[src/rtl/fixed_mult_pipe.sv]
// Pipelined signed fixed-point multiplier with valid/ready flow control, optional rounding and overflow flag.
// Define FIXED_MULT_SAT_EN to clamp overflowed results to the most positive/negative code instead of wrapping.
module fixed_mult_pipe #(
    parameter int WIDTH  = 18,
    parameter int FRAC   = 17,
    parameter int STAGES = 2,
    parameter int ROUND  = 0
) (
    input  logic                    clk,
    input  logic                    reset,
    input  logic                    in_valid,
    output logic                    in_ready,
    input  logic signed [WIDTH-1:0] a,
    input  logic signed [WIDTH-1:0] b,
    output logic                    out_valid,
    input  logic                    out_ready,
    output logic signed [WIDTH-1:0] out,
    output logic                    ovf,
    output logic                    ovf_sticky
);

    localparam int PW = 2 * WIDTH;
    localparam logic [PW:0] RND = (ROUND != 0) ? ((PW+1)'(1) << (FRAC - 1)) : '0;

    logic                 advance;
    logic signed [PW-1:0] prod_c;
    logic signed [PW-1:0] fin_p;
    logic                 fin_v;
    logic [PW:0]          pr_c;
    logic [WIDTH-1:0]     wrap_c;
    logic [WIDTH-1:0]     out_d;
    logic                 ovf_d;
    logic                 unused_lsb;

    logic [WIDTH-1:0]     out_q;
    logic                 out_valid_q;
    logic                 ovf_q;
    logic                 ovf_sticky_q;

    // Every stage moves together; a stalled output freezes the whole pipe.
    assign advance  = !out_valid_q || out_ready;
    assign in_ready = advance;
    assign prod_c   = PW'(a) * PW'(b);

    generate
        if (STAGES == 1) begin : g_direct
            assign fin_p = prod_c;
            assign fin_v = in_valid;
        end else begin : g_pipe
            logic [STAGES-2:0]    v_q;
            logic signed [PW-1:0] p_q [STAGES-1];

            always_ff @(posedge clk) begin
                if (reset) begin
                    v_q <= '0;
                end else if (advance) begin
                    v_q[0] <= in_valid;
                    for (int i = 1; i < STAGES - 1; i++) begin
                        v_q[i] <= v_q[i-1];
                    end
                end
            end

            always_ff @(posedge clk) begin
                if (advance) begin
                    p_q[0] <= prod_c;
                    for (int i = 1; i < STAGES - 1; i++) begin
                        p_q[i] <= p_q[i-1];
                    end
                end
            end

            assign fin_p = p_q[STAGES-2];
            assign fin_v = v_q[STAGES-2];
        end
    endgenerate

    // Result fits only if every bit from the new sign position upward agrees.
    always_comb begin
        pr_c   = {fin_p[PW-1], fin_p} + RND;
        ovf_d  = !((&pr_c[PW:WIDTH+FRAC-1]) || !(|pr_c[PW:WIDTH+FRAC-1]));
        wrap_c = {pr_c[PW-1], pr_c[WIDTH+FRAC-2:FRAC]};
`ifdef FIXED_MULT_SAT_EN
        if (ovf_d) begin
            out_d = pr_c[PW] ? {1'b1, {(WIDTH-1){1'b0}}} : {1'b0, {(WIDTH-1){1'b1}}};
        end else begin
            out_d = wrap_c;
        end
`else
        out_d = wrap_c;
`endif
    end

    assign unused_lsb = ^pr_c[FRAC-1:0];

    always_ff @(posedge clk) begin
        if (reset) begin
            out_valid_q  <= 1'b0;
            out_q        <= '0;
            ovf_q        <= 1'b0;
            ovf_sticky_q <= 1'b0;
        end else begin
            if (advance) begin
                out_valid_q <= fin_v;
                if (fin_v) begin
                    out_q <= out_d;
                    ovf_q <= ovf_d;
                end
            end
            if (out_valid_q && out_ready && ovf_q) begin
                ovf_sticky_q <= 1'b1;
            end
        end
    end

    assign out_valid  = out_valid_q;
    assign out        = out_q;
    assign ovf        = ovf_q;
    assign ovf_sticky = ovf_sticky_q;

endmodule

[config.mk]
export PLATFORM = sky130hd
export DESIGN_NAME = fixed_mult_pipe
export DESIGN_NICKNAME = d
export VERILOG_FILES = /design/src/rtl/fixed_mult_pipe.sv
export SDC_FILE = /design/constraint.sdc
export NUM_CORES = 1
export LEC_CHECK = 0
export BUFFER_PORTS_ARGS = -buffer_cell sky130_fd_sc_hd__buf_2
export CAP_MARGIN = 20
export CELL_PAD_IN_SITES_DETAIL_PLACEMENT = 1
export CELL_PAD_IN_SITES_GLOBAL_PLACEMENT = 1
export CORE_MARGIN = 5
export CORE_UTILIZATION = 55
export CTS_CLUSTER_DIAMETER = 100
export DETAILED_ROUTE_END_ITERATION = 6
export PLACE_DENSITY = 0.95
export SYNTH_ARGS = -nofsm -noshare
export SYNTH_HDL_FRONTEND = slang
export SYNTH_SLANG_ARGS = --single-unit
[constraint.sdc]
create_clock -name clk -period 19.8 [get_ports clk]
set_clock_uncertainty 0.15 [all_clocks]
set_input_delay 3.96 -clock clk [delete_from_list [all_inputs] [get_ports clk]]
set_output_delay 3.96 -clock clk [all_outputs]
set_load 0.02 [all_outputs]
; ---- Word-level counts from Yosys, hierarchy flattened
; Memory sizes are Yosys's and may differ from the RTL's.
; Index checks and enable logic that the tools add are counted.
[totals]
ff_bits = 22
elab_cells = 19
ramBits = 36
n_memories = 1
out_inout_bits = 22
inputBits = 40
[op_classes]
multipliers = 1
mux = 2
reduce_logical = 10
[mem_list]
columns = memory, words, word_bits, read_ports, rd_ports_with_merged_regs, wr, line
row1 = g_pipe.p_q, 1, 36, 1, 0, 1, 51  ; logic signed [PW-1:0] p_q [STAGES-1];
[op_table]
columns = operator, count
row1 = 18-bit by 18-bit multiplier with 36-bit output, 1
row2 = 2-bit AND reduction, 2
row3 = 1-bit zero test, 3
row4 = 1-bit logical AND, 2
row5 = 1-bit logical OR, 2
row6 = 1-bit two-way mux, 2
row7 = 2-bit OR reduction, 1

; ---- Logic depth before layout (Yosys ltp)
[depth]
depth_word = 4
depth_mapped = 25
ltp_nobuf = 23

; ---- Worst setup path before layout
; No wires, ideal clock.
[synth_timing]
kind = input-to-reg
from = in a[17]
to = mem g_pipe.p_q[0][35] in the netlist's numbering (data pin)
slack_ns = 9.806
path_buffers = 2
stages = 25
required_ns = 19.384
arrival_time_ns = 9.578
setup_ns = 0.266
path_cell_list = clkbuf_1 clkbuf_1 nand2_1 inv_1 fa_1 inv_1 fa_1 inv_1 ha_1 inv_1 fa_1 inv_1 fa_1 inv_1 fa_1 inv_1 ha_1 a21o_1 a21oi_1 o21ai_0 a22o_1 a31oi_2 a21oi_4 mux2i_1 nand4_1
[synth_between]
elab_chain_cells = 1
[synth_lines]
columns = element, line
row1 = from (decl), 13  ; input logic signed [WIDTH-1:0] a,
row2 = 18-bit by 18-bit multiplier with 36-bit output, 43  ; assign prod_c = PW'(a) * PW'(b);
row3 = net prod_c[35], 26  ; logic signed [PW-1:0] prod_c;
row4 = to (decl), 51
; The timed path passes the listed nets, and every way through them passes these cells.

; ---- Worst setup path in the final report
; Same ends and word-level chain as after synthesis.

==> impl_results.md <==
- Most common cell in the netlist: inv_1
- Place WS: between 9 and 10 ns
- Max Cap Viol: 0
- Max-slew violation count: 0
- Synth Instances: about 1,400
- Fmax: 96.4 MHz
- CP required: 19.67 ns
- Worst slew pin tran: 0.753 ns
- Via count: 9,594
- Ys async rst share: 0
- Cts repair resizes: 0
- Via/cell ratio: 5.64
- Post-synthesis sequential area ratio: 0.0781
- Initial antenna violation count: 0
- Max FO, Critical Path: 18
- Commonest cells post-synth: inv_1 (354), fa_1 (328), nand2_1 (195)
- Reg area: 0.00101 mm^2
- Setup slack after layout: 9.42 ns
- Placed cell areas: about 0.013 mm^2
- Multi-input gate area: 0.0104 mm^2
- RSZ-0062 raised after global routing: false
- IO Pins: 62
- Area leader, netlist: fa_1
- Arrival time of the worst setup path: 10.25 ns
- Top-area cell type share of the netlist area: 0.507
- Port buffer count: 61
- Seq cells post-synth: 41
- Ant. Diodes: 0
- Area contributors post-synth: fa_1 (51%), inv_1 (10%), ha_1 (8.5%)
- Number of synthesized flops with an enable pin: 19
- Status: completed
- Global-route wire length before repair: 64,700 um
- Post-Layout Inst Area: ~0.014 mm^2
- Critical-path cell list: buf_2 -> nand2_1 -> inv_1 -> fa_1 -> inv_1 -> fa_1 -> inv_1 -> ha_1 -> inv_1 -> fa_1 -> inv_1 -> fa_1 -> inv_1 -> fa_1 -> inv_1 -> ha_1 -> a21o_1 -> a21oi_1 -> o21ai_0 -> a22o_1 -> a31oi_2 -> a21oi_4 -> mux2i_1 -> nand4_1
- WL per Instance: 24.0 um
- Crit-path slowest cell: fa_1
- Num rows: 56
- CTS root buf: clkbuf_16
- Die area: 0.0267 mm^2
- Gr usage total: 0.324
- Tightest Hold Check Type: reg2reg
- CP dominant cell by count: inv_1
- Slew HR: 0.498
- Largest net degree at the start of global routing: 25
- Number of global-route vias before repair: 12,100
- Total number of yosys warnings: 0
- Synthesis-to-finish area growth: 5.43%
- Fin crit period: between 10 and 15 ns
- Cts hold-fix bufs: 0
- Clock slew at reported path FFs: roughly 0.060 ns
- CP Class: in2reg
- Total Neg Setup Slack: 0 ns
- Detailed placement HPWL: 34,200 um
- Core outline area: 0.0233 mm^2
- Num CTS Buffers: 5
- H-tree levels: 2
- TritonCTS clock tree: done
- Final Setup Violations: 0
- Die Wd: 163 um
- Iteration-0 DRC Markers: 496
- Post-CTS Setup Bufs: 0
- Synthesized net count: 1,816
- Routability Congestion: a little under 0.9
- Nets@finish: 1,836
- Crit path largest cell delay: 0.57 ns
- Avg Synthesized Cell Area: 9.52 um^2
- Synthesized area: 0.0129 mm^2
- Detailed-router iteration count before antenna repair: 5
- Setup crit end kind: register
- Setup crit start kind: input pin
- Longest Clk Path Bufs: 2
- Ratio of cells with drive above 1 in the final layout: 0.0608
- Distinct cells, synth: 48
- Grt ovf: 0
- # clock sinks: 41
- Worst skew pair latency: 0.29 ns
- Hold Violations, Final: 0
- DIE HEIGHT: 163 um
- # fillers: about 2,600
- Final wirelength: 40,800 um
- Antenna Nets Post-Route: 0
- Initial core utilization: 0.555
- Top FF cell, synth: dfxtp_1
- Drt drc: 0
- Period utilisation layout: 0.524
-- critical path, delay by kind of cell --
family	cells	cell delay [ns]
buf+inv	8	1.27
simple gates	2	0.30
compound gates	6	1.22
fa+ha+maj	7	3.32
mux	1	0.15
-- flip-flops by register name (all words and copies together) (netlist names) --
name        count
g_pipe.p_q     19
fin_v           1
ovf             1
out            18
out_valid       1
ovf_sticky      1
-- path summary, 6_finish.rpt --
| path | startpoint | to | slack (ns) | cells after the start |
|---|---|---|---|---|
| worst max-delay path | a[17] | g_pipe.p_q[0][35] | 9.42 | 24 |
| worst min-delay path | out[0] | out[0] | 0.31 | 2 |
| worst min register to register | out[0] | out[0] | 0.31 | 2 |
| worst max register to register | out_valid | out[10] | 17.72 | 4 |
-- stage by stage --
stage,util,std cells,hold WS [ns]
final,0.585,1700,0.306
after detailed placement,0.577,1691,0.301
after global routing,0.585,1700,0.333
after global placement,0.577,1691,0.292
after CTS,0.584,1699,0.309
after floorplan,-,1360,0.291
-- cell families (layout without fill, tap and decap cells) --
| logic type | after synthesis | in the layout | synth area share |
|---|---|---|---|
| buffers and inverters | 403 | 424 | 0.117 |
| DFF | 41 | 41 | 0.0781 |
| and+or+nand+nor | 405 | 405 | 0.156 |
| adders and majority gates | 416 | 416 | 0.592 |
| muxes | 3 | 3 | 0.00242 |
| AOI/OAI and AO/OA | 66 | 66 | 0.0368 |
| xor gates and xnor gates | 26 | 26 | 0.0176 |
-- routing by layer --
metal / track usage / share of wire / vias to the layer above
met1: 0.322 / 0.32 / 5027
met4: 0.200 / 0.079 / 0
met3: 0.0537 / 0.048 / 199
li1: - / - / 3958
met5: 0 / 0 / -
met2: 0.622 / 0.56 / 410
-- cell type report --
class / instances / area share
tap: 319 / 0.0292
inverter: 354 / 0.0973
clock buffer: 6 / 0.00944
sequential: 41 / 0.0741
timing repair buffer: 62 / 0.0235
clock inverter: 2 / 0.00284
multi-input combinational: 916 / 0.764
-- cell usage in the layout (no fill, tap or decap), types with 3 or more instances in the layout --
cell       instances
inv_1            354
fa_1             328
nand2_1          195
and2_1           159
ha_1              88
buf_2             61
a21oi_1           30
dfxtp_1           22
edfxtp_1          19
xnor2_1           18
nor2b_1           16
nor2_1            10
xor2_1             8
nor3_1             6
nand2b_1           5
clkbuf_16          5
a21oi_2            4
o211ai_1           3
o21a_1             3
and3_1             3
nand3_1            3
o21ai_0            3
a211oi_1           3
Power is left out: the tool's default activity adds up to more than one toggle a clock period on the data nets, which glitch-free logic cannot reach.
